[src/rtl/sort_pkg.sv]
// Shared constants and FSM state encoding for the odd-even transposition sort engine.
package sort_pkg;
    localparam int DATA_W = 8;
    localparam int DEPTH  = 16;
    localparam int ADDR_W = $clog2(DEPTH);
    // One extra bit so the counter can hold DEPTH itself during the READ tail cycle.
    localparam int CNT_W  = ADDR_W + 1;

    typedef enum logic [2:0] {
        S_IDLE,
        S_READ,
        S_SORT,
        S_WRITE,
        S_DONE
    } state_t;
endpackage

[src/rtl/sort_if.sv]
// ROM read / RAM write / done bundle between the sort engine (master) and its memories (slave).
interface sort_if;
    import sort_pkg::*;

    logic              IROM_rd;
    logic [ADDR_W-1:0] IROM_A;
    logic [DATA_W-1:0] IROM_Q;
    logic              IRAM_valid;
    logic [ADDR_W-1:0] IRAM_A;
    logic [DATA_W-1:0] IRAM_D;
    logic              done;

    modport master (
        output IROM_rd, IROM_A,
        input  IROM_Q,
        output IRAM_valid, IRAM_A, IRAM_D, done
    );

    modport slave (
        input  IROM_rd, IROM_A,
        output IROM_Q,
        input  IRAM_valid, IRAM_A, IRAM_D, done
    );
endinterface

[src/rtl/sort_cmp_swap.sv]
// Combinational compare-exchange cell; lo feeds the lower buffer index.
// Ordering is ascending by default, descending when SORT_DESCENDING_EN is defined.
module sort_cmp_swap
    import sort_pkg::*;
(
    input  logic [DATA_W-1:0] a,
    input  logic [DATA_W-1:0] b,
    output logic [DATA_W-1:0] lo,
    output logic [DATA_W-1:0] hi
);
    logic swap;

    // Strict compare so equal values never move.
`ifdef SORT_DESCENDING_EN
    assign swap = (a < b);
`else
    assign swap = (a > b);
`endif

    assign lo = swap ? b : a;
    assign hi = swap ? a : b;
endmodule

[src/rtl/sort.sv]
// Sort engine: loads DEPTH bytes from IROM, runs DEPTH odd-even transposition phases,
// writes the result to IRAM and raises a sticky done. SORT_DESCENDING_EN flips the order.
module sort
    import sort_pkg::*;
(
    input  logic    clk,
    input  logic    reset,
    sort_if.master  bus
);
    state_t                       state_reg;
    logic [CNT_W-1:0]             cnt_reg;
    logic [CNT_W-1:0]             cnt_inc;
    logic [DEPTH-1:0][DATA_W-1:0] data_reg;
    logic [DEPTH-1:0][DATA_W-1:0] even_next;
    logic [DEPTH-1:0][DATA_W-1:0] odd_next;
    logic [DEPTH-1:0][DATA_W-1:0] phase_next;

    logic              rom_rd_reg;
    logic [ADDR_W-1:0] rom_a_reg;
    logic              ram_valid_reg;
    logic [ADDR_W-1:0] ram_a_reg;
    logic [DATA_W-1:0] ram_d_reg;
    logic              done_reg;

    assign cnt_inc = cnt_reg + CNT_W'(1);

    genvar gi;
    generate
        for (gi = 0; gi < DEPTH / 2; gi++) begin : g_even
            sort_cmp_swap u_cs (
                .a  (data_reg[2*gi]),
                .b  (data_reg[2*gi+1]),
                .lo (even_next[2*gi]),
                .hi (even_next[2*gi+1])
            );
        end
        for (gi = 0; gi < DEPTH / 2 - 1; gi++) begin : g_odd
            sort_cmp_swap u_cs (
                .a  (data_reg[2*gi+1]),
                .b  (data_reg[2*gi+2]),
                .lo (odd_next[2*gi+1]),
                .hi (odd_next[2*gi+2])
            );
        end
    endgenerate

    // End elements have no partner in the odd phase.
    assign odd_next[0]       = data_reg[0];
    assign odd_next[DEPTH-1] = data_reg[DEPTH-1];
    assign phase_next        = cnt_reg[0] ? odd_next : even_next;

    always_ff @(posedge clk or negedge reset) begin
        if (!reset) begin
            state_reg     <= S_IDLE;
            cnt_reg       <= '0;
            data_reg      <= '0;
            rom_rd_reg    <= 1'b0;
            rom_a_reg     <= '0;
            ram_valid_reg <= 1'b0;
            ram_a_reg     <= '0;
            ram_d_reg     <= '0;
            done_reg      <= 1'b0;
        end else begin
            case (state_reg)
                S_IDLE: begin
                    state_reg  <= S_READ;
                    cnt_reg    <= '0;
                    rom_rd_reg <= 1'b1;
                    rom_a_reg  <= '0;
                end
                S_READ: begin
                    // ROM data for address cnt arrives one cycle after it was presented.
                    if (cnt_reg == CNT_W'(DEPTH)) begin
                        state_reg <= S_SORT;
                        cnt_reg   <= '0;
                    end else begin
                        data_reg[cnt_reg[ADDR_W-1:0]] <= bus.IROM_Q;
                        cnt_reg <= cnt_inc;
                        if (cnt_inc == CNT_W'(DEPTH)) begin
                            rom_rd_reg <= 1'b0;
                            rom_a_reg  <= '0;
                        end else begin
                            rom_a_reg  <= cnt_inc[ADDR_W-1:0];
                        end
                    end
                end
                S_SORT: begin
                    data_reg <= phase_next;
                    if (cnt_reg == CNT_W'(DEPTH - 1)) begin
                        // First write word comes straight from the final phase result.
                        state_reg     <= S_WRITE;
                        cnt_reg       <= '0;
                        ram_valid_reg <= 1'b1;
                        ram_a_reg     <= '0;
                        ram_d_reg     <= phase_next[0];
                    end else begin
                        cnt_reg <= cnt_inc;
                    end
                end
                S_WRITE: begin
                    if (cnt_reg == CNT_W'(DEPTH - 1)) begin
                        state_reg     <= S_DONE;
                        ram_valid_reg <= 1'b0;
                        ram_a_reg     <= '0;
                        ram_d_reg     <= '0;
                        done_reg      <= 1'b1;
                    end else begin
                        cnt_reg   <= cnt_inc;
                        ram_a_reg <= cnt_inc[ADDR_W-1:0];
                        ram_d_reg <= data_reg[cnt_inc[ADDR_W-1:0]];
                    end
                end
                S_DONE: begin
                    done_reg <= 1'b1;
                end
                default: begin
                    state_reg <= S_IDLE;
                end
            endcase
        end
    end

    assign bus.IROM_rd    = rom_rd_reg;
    assign bus.IROM_A     = rom_a_reg;
    assign bus.IRAM_valid = ram_valid_reg;
    assign bus.IRAM_A     = ram_a_reg;
    assign bus.IRAM_D     = ram_d_reg;
    assign bus.done       = done_reg;
endmodule

[src/flat_wrapper.sv]
// flat-port wrapper written by rule: the top's interface ports become plain ports
module sort_flat import sort_pkg::*;
  (clk, reset, bus_IROM_rd, bus_IROM_A, bus_IROM_Q, bus_IRAM_valid, bus_IRAM_A, bus_IRAM_D, bus_done);
  sort_if bus_i ();
  input  logic clk;
  input  logic reset;
  output wire logic [$bits(bus_i.IROM_rd)-1:0] bus_IROM_rd;
  output wire logic [$bits(bus_i.IROM_A)-1:0] bus_IROM_A;
  input wire logic [$bits(bus_i.IROM_Q)-1:0] bus_IROM_Q;
  output wire logic [$bits(bus_i.IRAM_valid)-1:0] bus_IRAM_valid;
  output wire logic [$bits(bus_i.IRAM_A)-1:0] bus_IRAM_A;
  output wire logic [$bits(bus_i.IRAM_D)-1:0] bus_IRAM_D;
  output wire logic [$bits(bus_i.done)-1:0] bus_done;
  assign bus_IROM_rd = bus_i.IROM_rd;
  assign bus_IROM_A = bus_i.IROM_A;
  assign bus_i.IROM_Q = bus_IROM_Q;
  assign bus_IRAM_valid = bus_i.IRAM_valid;
  assign bus_IRAM_A = bus_i.IRAM_A;
  assign bus_IRAM_D = bus_i.IRAM_D;
  assign bus_done = bus_i.done;
  sort u_core (.clk(clk), .reset(reset), .bus(bus_i));
endmodule
[config.mk]
export PLATFORM = sky130hd
export DESIGN_NAME = sort_flat
export DESIGN_NICKNAME = d
export VERILOG_FILES = /design/src/rtl/sort_pkg.sv /design/src/rtl/sort_if.sv /design/src/rtl/sort_cmp_swap.sv /design/src/rtl/sort.sv /design/src/flat_wrapper.sv
export SDC_FILE = /design/constraint.sdc
export NUM_CORES = 1
export LEC_CHECK = 0
export CAP_MARGIN = 5
export CORE_ASPECT_RATIO = 0.5
export CORE_MARGIN = 2
export CORE_UTILIZATION = 45
export DETAILED_ROUTE_END_ITERATION = 10
export SLEW_MARGIN = 20
export SYNTH_ARGS = -nofsm -noshare
export SYNTH_HDL_FRONTEND = slang
export SYNTH_SLANG_ARGS = --single-unit
[constraint.sdc]
create_clock -name clk -period 2.84 [get_ports clk]
set_input_delay 0.568 -clock clk [delete_from_list [all_inputs] [get_ports clk]]
set_output_delay 0.568 -clock clk [all_outputs]
set_load 0.01 [all_outputs]
* Yosys cells after proc, flatten, opt, wreduce, memory -nomap -nowiden
Index checks and enable logic that the tools add are counted.
W data, S select, Z words.
** Storage, ports and cells
- Flip-flop bits (word level) :: 155
- Input bits :: 10
- Output and inout port bits :: 19
** Cells by class
- $add $sub $neg :: 1
- Magnitude comparators :: 18
- Equal/unequal tests :: 30
- Muxes and demuxes :: 62
- Bitwise operators :: 1
- Reduce and logical (&&, ||, !) cells :: 30
** Operators by type and width (count)
- $mux W8 :: 34
- $mux W128 :: 2
- $pmux W128 S2 :: 1
- $bwmux W128 :: 1
- $gt A8 B8 Y1 :: 15
- $reduce_and A4 Y1 :: 16
- $bmux W8 S4 :: 1
- $demux W8 S4 :: 1
- $ne A3 B2 Y1 const B :: 8
- $ne A3 B3 Y1 const B :: 7
- $pmux W5 S4 :: 1
- $mux W4 :: 4
- $pmux W4 S2 :: 2
- $pmux W8 S2 :: 1
- $mux W5 :: 3
- $pmux W3 S5 :: 1
- $eq A5 B5 Y1 const B :: 2
- $lt A4 B5 Y1 const B :: 2
- $reduce_and A2 Y1 :: 5
- $mux W3 :: 3
- $ne A2 B1 Y1 const B :: 4
- $ne A2 B2 Y1 const B :: 4
- $reduce_bool A2 Y1 :: 4
- $eq A3 B2 Y1 const B :: 2
- 12 further kinds :: 18

* Longest topological paths before layout
Gate-level depths: netlist of run 1.
- Word-level depth :: 7
- Depth in mapped cells :: 12

* Hierarchy
Synthesis of run 1 repeated with hierarchy kept, for this count alone.
** Unflattened totals
- Cells, all modules :: 1629
- Area, all modules :: 17113.9 um^2
** Modules (own cells, without submodules)
- sort :: instances 1, cells an instance 969, area each 9944.5 um^2
- sort_cmp_swap :: instances 15, cells an instance 44, area each 478.0 um^2

* Worst setup path before layout of run 1
Ideal clock, no wire load.
- Kind :: flip-flop to flip-flop
- Start point :: register u_core.cnt_reg[0]
- End point :: register u_core.ram_d_reg[6], in the netlist u_core.bus.IRAM_D[6]
- Library setup time :: 126 ps
- Data arrival time :: 2576 ps
- Slack :: 138 ps
- Cell stages (with the launch flop) :: 11
- Clock period less this slack :: 2702 ps
- Cell sequence :: dfrtp_1 -> buf_2 -> inv_1 -> ha_1 -> buf_2 -> buf_2 -> buf_2 -> mux4_2 -> o22ai_1 -> o22ai_1 -> o32a_1
** Between the ends
- Longest elaborated chain between the ends :: 5
- Elaborated cells on any way between the ends :: 10
** RTL lines
- from (decl) :: RTL line sort.sv:11 : logic [CNT_W-1:0] cnt_reg;
- from (signal assigned) :: RTL line sort.sv:78 : cnt_reg <= cnt_inc;
- from (signal assigned) :: RTL line sort.sv:97 : cnt_reg <= cnt_inc;
- from (signal assigned) :: RTL line sort.sv:108 : cnt_reg <= cnt_inc;
- $add A5 B1 Y5 :: RTL line sort.sv:25 : assign cnt_inc = cnt_reg + CNT_W'(1);
- $bmux W8 S4 :: RTL line sort.sv:110 : ram_d_reg <= data_reg[cnt_inc[ADDR_W-1:0]];
- $mux W8 (not written as such) :: RTL line sort.sv:110
- $mux W8 :: RTL line sort.sv:101 : if (cnt_reg == CNT_W'(DEPTH - 1)) begin
- $pmux W8 S2 :: RTL line sort.sv:64 : case (state_reg)
- to (signal assigned) :: RTL line sort.sv:95 : ram_d_reg <= phase_next[0];
- to (signal assigned) :: RTL line sort.sv:110
- to (decl) :: RTL line sort.sv:22 : logic [DATA_W-1:0] ram_d_reg;
Parallel ways exist; a longest one is shown, timed or not. The select of a mux whose other input is x is not followed.
A chain may end at the register's enable or synchronous reset.

* Worst setup path in the final report of run 1
- Start point :: register u_core.state_reg[2]
- End point :: register u_core.data_reg[114] (netlist bit)
** Between the ends
- Longest elaborated chain between the ends :: 3
- Elaborated cells on any way between the ends :: 8
** RTL lines
- from (decl) :: RTL line sort.sv:10 : state_t state_reg;
- from (signal assigned) :: RTL line sort.sv:54 : state_reg <= S_IDLE;
- from (signal assigned) :: RTL line sort.sv:66 : state_reg <= S_READ;
- from (signal assigned) :: RTL line sort.sv:74 : state_reg <= S_SORT;
- $eq A3 B2 Y1 / $eq A3 B1 Y1 (equally long branches) :: RTL line sort.sv:64
- $ne A3 B2 Y1 (no source line), or another cell as far along
- $reduce_and A4 Y1 (no source line)
- to (signal, indexed assignment) :: RTL line sort.sv:77 : data_reg[cnt_reg[ADDR_W-1:0]] <= bus.IROM_Q;
- to (signal assigned) :: RTL line sort.sv:88 : data_reg <= phase_next;
- to (decl) :: RTL line sort.sv:13 : logic [DEPTH-1:0][DATA_W-1:0] data_reg;
Parallel ways exist; a longest one is shown, timed or not.

==> impl_metrics.py, run 1 <==
metrics = {
    "outcome": {
        "status": "complete, no violations",
    },
    "critical_path": {
        "endpoint_kind": "flop",
        "rrSetupSlack_ps": 120,
        "rr_startpoint": "u_core.state_reg[2]$_DFFE_PN0P_",
        "cp_max_fo": 12,
        "path_class": "reg2reg",
        "critPathCapture": "u_core.data_reg[114]$_DFFE_PN0P_",
        "arrival_ps": 3060,
        "required_ps": 3180,
        "rr_worst_depth": 7,
        "cp-start-kind": "flop",
        "reg2reg_to": "u_core.data_reg[114]$_DFFE_PN0P_",
        "timing.critical_path.from": "u_core.state_reg[2]$_DFFE_PN0P_",
    },
    "timing": {
        "timing.fmax_mhz": 368,
        "slew_headroom_pct": 45.8,
        "rsz0062_at_grt": "no",
        "min_period_ps": 2720,
        "skew_ps": 13.2,
        "setup_tns_ps": 0,
        "fin_crit_sh_pct": 95.7,
        "report.final.slew_viol_count": 0,
        "worst_pin_slew_ps": 809,
        "hold_violations": 0,
        "setup_viol": 0,
    },
    "drt": {
        "viasPerCell": 6.34,
        "met1_length_mm": 20.0,
        "wl_met2_mm": 19.1,
        "met3_length_mm": 4.10,
        "vias": 12100,
        "ant_nets": 0,
        "routed_wl_mm": 44.5,
        "drcViolationCount": 0,
        "first_pass_iters": 5,
        "avgRoutedWirePerCell_um": 23.2,
        "top_layer": "met4",
        "initialDrtViolationCount": 1451,
    },
    "clock_tree": {
        "cts_sinks": 155,
        "cts_hold_buf": 0,
        "ctsRootBufferMaster": "clkbuf_16",
        "worstSkewPairLatency_ps": 470,
        "cts_setup_buffers": 0,
        "cts.path.max_buffers": 2,
        "numCtsBuffers": 17,
        "cts_resized": 0,
        "cts-htree-levels": 4,
        "cts_tree": "yes",
        "clkTransAtPathRegs_ps": 70,
    },
    "logic_synthesis": {
        "seq_area_frac_synth_pct": 29.7,
        "synth_ff_type": "dfrtp_1",
        "ys_seq_elements": 155,
        "ys_types": 71,
        "synthArstFlopShare_pct": 100,
        "ys_warn_count": 0,
        "syn-cell-area_mm2": 0.0131,
        "syn-num-nets": 1583,
        "synth_edf_count": 0,
        "synth_cells": 1447,
        "syn_avg_cell_area_um2": 9.04,
    },
    "global_route": {
        "gr-total-overflow": 0,
        "grt_pass1_wl_mm": 69.7,
        "first_global_vias": 11900,
        "grt_start_max_net_pins": 77,
        "antenna_found_initial": 1,
        "grt.total_usage_pct": 29.8,
    },
    "placed_design": {
        "port_buffers": 28,
        "placed_cell_area_mm2": 0.0143,
        "hpwl_mm": 31.5,
        "gp_congestion": 0.941,
    },
    "final_layout": {
        "layout-drive-gt1-share_pct": 12.8,
        "finish.instance_area_mm2": 0.0149,
        "fin_nets": 1647,
        "multi_input_area_mm2": 0.00833,
        "syn2layout_area_growth_pct": 13.8,
        "n_antenna_cell": 0,
        "fillers": 2562,
        "regArea_mm2": 0.00388,
        "largest_reg_flops": 128,
    },
    "pwr": {
        "power_frac_clock_pct": 15.9,
        "p_switching_mw": 6.57,
        "ir_worst_vdd_v": 0.000493,
        "p_comb_share_pct": 52.4,
        "p_leak_nw": 6.98,
        "swShare_pct": 45.9,
        "power_density_mw_per_mm2": 963,
        "p_seq_share_pct": 31.7,
        "p_int_mw": 7.76,
    },
    "floorplanning": {
        "floorplan.initialDensity_pct": 45.4,
        "die_area_mm2": 0.0305,
        "die_h_um": 125,
        "fp.dieW_um": 245,
        "rows": 44,
        "ios": 29,
        "coreArea_mm2": 0.0288,
    },
    "run": {
        "maxCapViolations": 0,
    },
    "hold_path": {
        "hold_path.class": "in2async",
    },
}
-- metal layers --
layer / up-vias / GRT usage, %
met2: 570 / 43.5
met1: 5989 / 42.6
li1: 5486 / -
met3: 90 / 7.28
met4: 0 / 10.6
met5: - / 0
-- how the worst min path moves through the flow --
stage	to	depth (start not counted)	slack, ps	from
2_1_floorplan	u_core.bus.IRAM_A[0]$_DFFE_PN0P_	0	270	reset
3_3_place_gp	u_core.bus.done$_DFFE_PN0P_	1	450	u_core.bus.done$_DFFE_PN0P_
3_5_place_dp	u_core.bus.done$_DFFE_PN0P_	1	460	u_core.bus.done$_DFFE_PN0P_
4_1_cts	u_core.data_reg[84]$_DFFE_PN0P_	1	30	reset
5_1_grt	u_core.data_reg[84]$_DFFE_PN0P_	1	50	reset
6_report	u_core.data_reg[81]$_DFFE_PN0P_	1	20	reset
-- layout make-up --
class                      instances  area share, %
multi-input combinational       1070           56.0
sequential                       155           26.1
timing repair buffer             132           7.56
inverter                         135           3.41
tap                              391           3.29
clock buffer                      23           3.21
clock inverter                     9          0.471
-- critical path: stages, from the launching register on --
cell and delay (ps):
dfrtp_1 520, or3b_1 480, o22ai_2 260, buf_4 250, o41ai_2 650, nor3_4 90
buf_4 210, mux2i_1 130
-- stage by stage --
stage	std cells	hold slack (ps)	worst slack [ps]	power, mW	util (%)
after floorplan	1447	272	138	8.79	-
after global placement	1883	453	192	11.6	49.8
after detailed placement	1883	459	126	11.8	49.8
after CTS	1915	33.8	112	14.2	51.7
after global routing	1915	53.9	2.30	15.4	51.7
final	1915	23.8	123	14.3	51.7
-- kinds of logic (layout without fill, tap and decap cells) --
kind of cell | after synthesis | count (layout) | synth area share, %
flip-flops | 155 | 155 | 29.7
buffers and inverters | 222 | 299 | 6.83
multiplexers | 177 | 177 | 16.6
adder cells (fa/ha/maj) | 126 | 126 | 12.1
AND/OR/NAND/NOR | 355 | 355 | 12.9
AO/OA/AOI/OAI | 409 | 409 | 21.6
XOR/XNOR | 3 | 3 | 0.344
-- synthesized netlist by cell type, types with 4 or more instances --
library cell	count	area share, %
nand3_1	14	0.54
o22ai_1	28	1.3
a21o_1	14	0.80
buf_1	7	0.20
nand4_1	17	0.81
and4_1	6	0.40
a21oi_1	82	3.1
a21boi_0	8	0.46
o211ai_1	26	1.5
a22oi_1	11	0.63
mux2i_1	145	11
nor3_1	7	0.27
a22o_1	4	0.27
and3_1	15	0.72
o32a_1	8	0.61
o21ai_0	88	3.4
o311ai_0	40	2.7
dfrtp_1	155	30
o221ai_1	8	0.54
buf_4	4	0.23
o21a_1	5	0.29
buf_2	35	1.3
nand2b_1	16	0.77
nor2b_1	17	0.81
o221a_2	9	0.77
inv_1	135	3.9
a211oi_1	9	0.52
a31oi_1	11	0.53
nand2_1	115	3.3
nor2_1	120	3.4
a2bb2oi_1	17	1.1
o21bai_1	5	0.29
a311oi_1	8	0.54
ha_1	126	12
mux4_2	32	5.5
and2_1	10	0.48
clkbuf_1	40	1.1
-- power groups by stage --
stage | Sequential, mW | Combinational (mW) | Clock [mW]
6_report | 4.54 | 7.51 | 2.28
5_1_grt | 4.61 | 8.36 | 2.41
4_1_cts | 4.46 | 7.40 | 2.30
3_5_place_dp | 4.49 | 7.33 | 0
3_3_place_gp | 4.49 | 7.11 | 0
2_1_floorplan | 4.03 | 4.76 | 0
-- layout by cell type, fill, tap and decap left out, drive strengths merged, types with 40 or more instances in the layout --
cell type  instances
dfrtp            155
mux2i            145
inv              135
ha               126
nor2             120
nand2            115
buf              105
o21ai             90
a21oi             83
o311ai            40
No activity file was read; power rests on OpenSTA's default activity.
==> run 2, diff against run 1 <==
- REMOVE_ABC_BUFFERS: not set -> 1
- SKIP_CTS_REPAIR_TIMING: not set -> 1
==> impl_metrics.py, run 2 (synthesis gave the netlist of run 1 again) <==
metrics = {
    "timing": {
        "setup_tns_ps": 0,
        "skew_ps": 6.56,
        "setup_viol": 0,
        "slew_headroom_pct": 35.2,
        "timing.fmax_mhz": 378,
        "layout_setup_ws_ps": 196,
        "worst_pin_slew_ps": 967,
        "hold_violations": 0,
        "min_period_ps": 2640,
        "report.final.slew_viol_count": 0,
        "fin_crit_sh_pct": 93.1,
        "rsz0062_at_grt": "no",
    },
    "critical_path": {
        "path_class": "reg2reg",
        "path_cells": "inv_1 > ha_1 > nand3_1 > o21bai_1 > a21oi_1 > o31ai_2 > nor3_4 > mux2i_1",
        "max_stage_delay_ps": 530,
        "endpoint_kind": "flop",
        "critPathBufInv": 1,
        "path_delay_family": "compound AO/OA/AOI/OAI gates",
        "cp_max_fo": 8,
        "arrival_ps": 3030,
        "cp-start-kind": "flop",
        "crit_path_top_delay_cell": "nor3_4",
        "required_ps": 3220,
    },
    "pwr": {
        "power_density_mw_per_mm2": 968,
        "p_leak_nw": 6.86,
        "p_comb_share_pct": 50.7,
        "power_frac_clock_pct": 16.1,
        "p_int_mw": 7.59,
        "swShare_pct": 46.7,
        "p_switching_mw": 6.66,
        "ir_worst_vdd_v": 0.000462,
        "p_seq_share_pct": 33.2,
    },
    "floorplanning": {
        "rows": 44,
        "floorplan.initialDensity_pct": 45.4,
        "die_area_mm2": 0.0305,
        "ios": 29,
        "fp.dieW_um": 245,
        "die_h_um": 125,
        "coreArea_mm2": 0.0288,
    },
    "final_layout": {
        "n_antenna_cell": 0,
        "largest_reg_flops": 128,
        "syn2layout_area_growth_pct": 12.5,
        "finish.instance_area_mm2": 0.0147,
        "fin_util_pct": 51.1,
        "finalNonFillerCells": 1892,
        "final_cell_mix": "dfrtp_1, mux2i_1, inv_1",
        "fillers": 2657,
        "final_common_cell": "dfrtp_1",
        "layout-drive-gt1-share_pct": 11.7,
        "fin_nets": 1624,
    },
    "hold_path": {
        "hold_path.class": "in2async",
    },
    "drt": {
        "vias": 12200,
        "drcViolationCount": 0,
        "avgRoutedWirePerCell_um": 23.5,
        "routed_wl_mm": 44.4,
        "first_pass_iters": 6,
        "ant_nets": 0,
        "initialDrtViolationCount": 1143,
        "viasPerCell": 6.45,
    },
    "placed_design": {
        "dp.cells": 1860,
        "gp_congestion": 0.904,
        "placed_cell_area_mm2": 0.0141,
        "pre_cts_ws_ps": 223,
        "port_buffers": 28,
        "hpwl_mm": 31.7,
    },
    "outcome": {
        "status": "complete, no violations",
    },
    "clock_tree": {
        "cts-htree-levels": 4,
        "clkTransAtPathRegs_ps": 70,
        "cts.path.max_buffers": 2,
        "cts_sinks": 155,
        "ctsRootBufferMaster": "clkbuf_16",
        "worstSkewPairLatency_ps": 460,
        "cts_tree": "yes",
        "numCtsBuffers": 17,
    },
    "global_route": {
        "antenna_found_initial": 1,
        "gr-total-overflow": 0,
        "grt.total_usage_pct": 29.7,
        "grt_start_max_net_pins": 127,
        "first_global_vias": 12000,
        "grt_pass1_wl_mm": 69.6,
    },
    "run": {
        "maxCapViolations": 0,
    },
}
-- run 2: cell count changes in the layout (fill, tap and decap cells not counted), sizes merged --
| cell | delta |
|---|---|
| clkinvlp | +2 |
| buf | -23 |
| inv | +4 |
| clkbuf | -6 |
-- run 2: cell type report --
cell class	count	area (um^2)	area share (%)
multi-input combinational	1070	8330	56.6
sequential	155	3880	26.4
timing repair buffer	109	940	6.38
inverter	135	507	3.44
tap	391	489	3.32
clock buffer	17	425	2.89
clock inverter	15	143	0.969
-- run 2: per-stage QoR --
step,hold slack (ps),total power [mW]
floorplan,272,8.75
global placement,456,11.4
detailed placement,459,11.7
CTS,73.1,14.1
global route,83.2,15.3
finish,41.7,14.3
-- run 2: worst paths after layout --
kind	start	to	slack [ps]	depth (start not counted)
min in group clk	u_core.bus.done$_DFFE_PN0P_	u_core.bus.done$_DFFE_PN0P_	480	1
worst max-delay path	u_core.data_reg[35]$_DFFE_PN0P_	u_core.data_reg[30]$_DFFE_PN0P_	200	8
max in group asynchronous	reset	u_core.data_reg[89]$_DFFE_PN0P_	1930	2
worst min register to register	u_core.bus.done$_DFFE_PN0P_	u_core.bus.done$_DFFE_PN0P_	480	1
worst min-delay path	reset	u_core.data_reg[80]$_DFFE_PN0P_	40	1
worst max register to register	u_core.data_reg[35]$_DFFE_PN0P_	u_core.data_reg[30]$_DFFE_PN0P_	200	8
-- run 2: power groups by stage --
stage | clock [mW] | combinational [mW] | sequential (mW)
finish | 2.30 | 7.22 | 4.73
global route | 2.41 | 8.07 | 4.78
CTS | 2.33 | 7.13 | 4.64
detailed placement | 0 | 7.06 | 4.67
global placement | 0 | 6.72 | 4.68
floorplan | 0 | 4.72 | 4.03
-- run 2: worst reg2reg max path: stages, from the launching register on --
cell      delay (ps)
dfrtp_1          490
inv_1            130
ha_1             310
nand3_1          110
o21bai_1         180
a21oi_1          330
o31ai_2          230
nor3_4           530
mux2i_1          260
-- run 2: routing by layer --
| layer | routed length, um | vias to the layer above | track usage, % |
|---|---|---|---|
| met1 | 19600 | 6078 | 41.8 |
| met5 | 13 | - | 0 |
| li1 | - | 5437 | - |
| met2 | 19500 | 571 | 44.6 |
| met3 | 3800 | 112 | 5.80 |
| met4 | 1480 | 2 | 12.1 |
==> run 3, diff against run 2 <==
- CORE_UTILIZATION: 45 -> 36
==> impl_metrics.py, run 3 (synthesis gave the netlist of run 1 again) <==
metrics = {
    "clock_tree": {
        "cts.path.max_buffers": 2,
        "clkTransAtPathRegs_ps": 80,
        "cts_sinks": 155,
        "ctsRootBufferMaster": "clkbuf_16",
        "worstSkewPairLatency_ps": 460,
        "cts_tree": "yes",
        "numCtsBuffers": 17,
        "cts-htree-levels": 4,
    },
    "pwr": {
        "power_mw": 14.4,
        "ir_worst_vdd_v": 0.000459,
        "power_density_mw_per_mm2": 959,
        "p_leak_nw": 6.97,
    },
    "floorplanning": {
        "rows": 49,
        "fp.dieW_um": 274,
        "coreArea_mm2": 0.0359,
        "ios": 29,
        "die_area_mm2": 0.0380,
        "die_h_um": 139,
        "floorplan.initialDensity_pct": 36.5,
    },
    "timing": {
        "hold_violations": 0,
        "rsz0062_at_grt": "no",
        "layout_setup_ws_ps": 119,
        "min_period_ps": 2720,
        "timing.fmax_mhz": 367,
        "fin_crit_sh_pct": 95.8,
        "report.final.slew_viol_count": 0,
        "skew_ps": 14.9,
        "slew_headroom_pct": 35.6,
        "setup_viol": 0,
        "worst_pin_slew_ps": 961,
        "setup_tns_ps": 0,
    },
    "drt": {
        "avgRoutedWirePerCell_um": 21.2,
        "viasPerCell": 5.87,
        "drcViolationCount": 0,
        "vias": 11800,
        "routed_wl_mm": 42.5,
        "first_pass_iters": 6,
        "ant_nets": 0,
        "initialDrtViolationCount": 1048,
    },
    "run": {
        "maxCapViolations": 0,
    },
    "final_layout": {
        "largest_reg_flops": 128,
        "syn2layout_area_growth_pct": 15.1,
        "finalNonFillerCells": 2003,
        "layout-drive-gt1-share_pct": 12.6,
        "finish.instance_area_mm2": 0.0151,
        "final_cell_mix": "dfrtp_1, mux2i_1, inv_1",
        "n_antenna_cell": 0,
        "fin_nets": 1642,
        "final_common_cell": "dfrtp_1",
    },
    "critical_path": {
        "crit_path_top_delay_cell": "mux4_2",
        "endpoint_kind": "flop",
        "rrSetupSlack_ps": 120,
        "cp-start-kind": "flop",
        "max_stage_delay_ps": 520,
        "required_ps": 3170,
        "path_class": "reg2reg",
        "cp_max_fo": 16,
        "reg2reg_to": "u_core.bus.IRAM_D[1]$_DFFE_PN0P_",
        "rr_startpoint": "u_core.cnt_reg[0]$_DFFE_PN0P_",
        "rr_worst_depth": 7,
        "path_cells": "inv_1 > ha_2 > buf_12 > mux4_2 > mux2i_1 > o22ai_1 > o32a_1",
        "arrival_ps": 3050,
    },
    "placed_design": {
        "port_buffers": 28,
        "dp.cells": 1971,
        "hpwl_mm": 30.1,
        "pre_cts_ws_ps": 182,
        "gp_congestion": 0.875,
        "placed_cell_area_mm2": 0.0144,
    },
    "global_route": {
        "antenna_found_initial": 0,
        "grt_pass1_wl_mm": 67.4,
        "grt.total_usage_pct": 22.8,
        "first_global_vias": 11300,
        "gr-total-overflow": 0,
        "grt_start_max_net_pins": 95,
    },
    "outcome": {
        "status": "complete, no violations",
    },
    "hold_path": {
        "hold_path.class": "in2async",
    },
}
run 3: cell count changes in the layout (fill, tap and decap cells not counted), sizes merged:
cell / delta
inv: -3
clkinv: -5
clkinvlp: +3
bufinv: +3
buf: +18
clkbuf: +2
run 3: how the worst max path moves through the flow:
stage / start / end / cells past startpoint
after CTS: u_core.data_reg[105]$_DFFE_PN0P_ / u_core.data_reg[100]$_DFFE_PN0P_ / 8
after global placement: u_core.data_reg[105]$_DFFE_PN0P_ / u_core.data_reg[96]$_DFFE_PN0P_ / 8
after global routing: u_core.data_reg[9]$_DFFE_PN0P_ / u_core.data_reg[17]$_DFFE_PN0P_ / 7
after floorplan: u_core.cnt_reg[0]$_DFFE_PN0P_ / u_core.bus.IRAM_D[0]$_DFFE_PN0P_ / 6
after detailed placement: u_core.data_reg[105]$_DFFE_PN0P_ / u_core.data_reg[100]$_DFFE_PN0P_ / 8
final: u_core.cnt_reg[0]$_DFFE_PN0P_ / u_core.bus.IRAM_D[1]$_DFFE_PN0P_ / 7
run 3: final cells by class:
type	instances	area, um^2
clock buffer	19	443
clock inverter	13	193
fill	3496	20800
inverter	135	507
multi-input combinational	1070	8330
sequential	155	3880
tap	484	606
timing repair buffer	127	1090
run 3: layer usage:
metal | share of wire (%) | up-vias | global-route usage (%)
met5 | 0 | - | 0
met4 | 2.4 | 0 | 7.33
met3 | 6.2 | 70 | 3.51
met2 | 45 | 418 | 34.6
met1 | 47 | 5802 | 33.1
li1 | - | 5475 | -
run 3: metrics by stage:
step / hold slack, ps / util [%]
3_5_place_dp: 465 / 40.2
4_1_cts: 109 / 41.9
6_report: 104 / 42.0
3_3_place_gp: 454 / 40.2
2_1_floorplan: 272 / -
5_1_grt: 134 / 42.0
run 3: critical path: cells and delay by family (launching register included):
kind | cells | cell delay, ps
buffers and inverters | 2 | 260
adders and majority gates | 1 | 350
AOI/OAI and AO/OA | 2 | 530
DFF | 1 | 500
muxes | 2 | 950
run 3: report_power, final:
part           total, mW  internal, mW  switching, mW
Clock               2.55          1.50           1.05
Combinational       7.40          3.34           4.06
Sequential          4.47          3.12           1.35
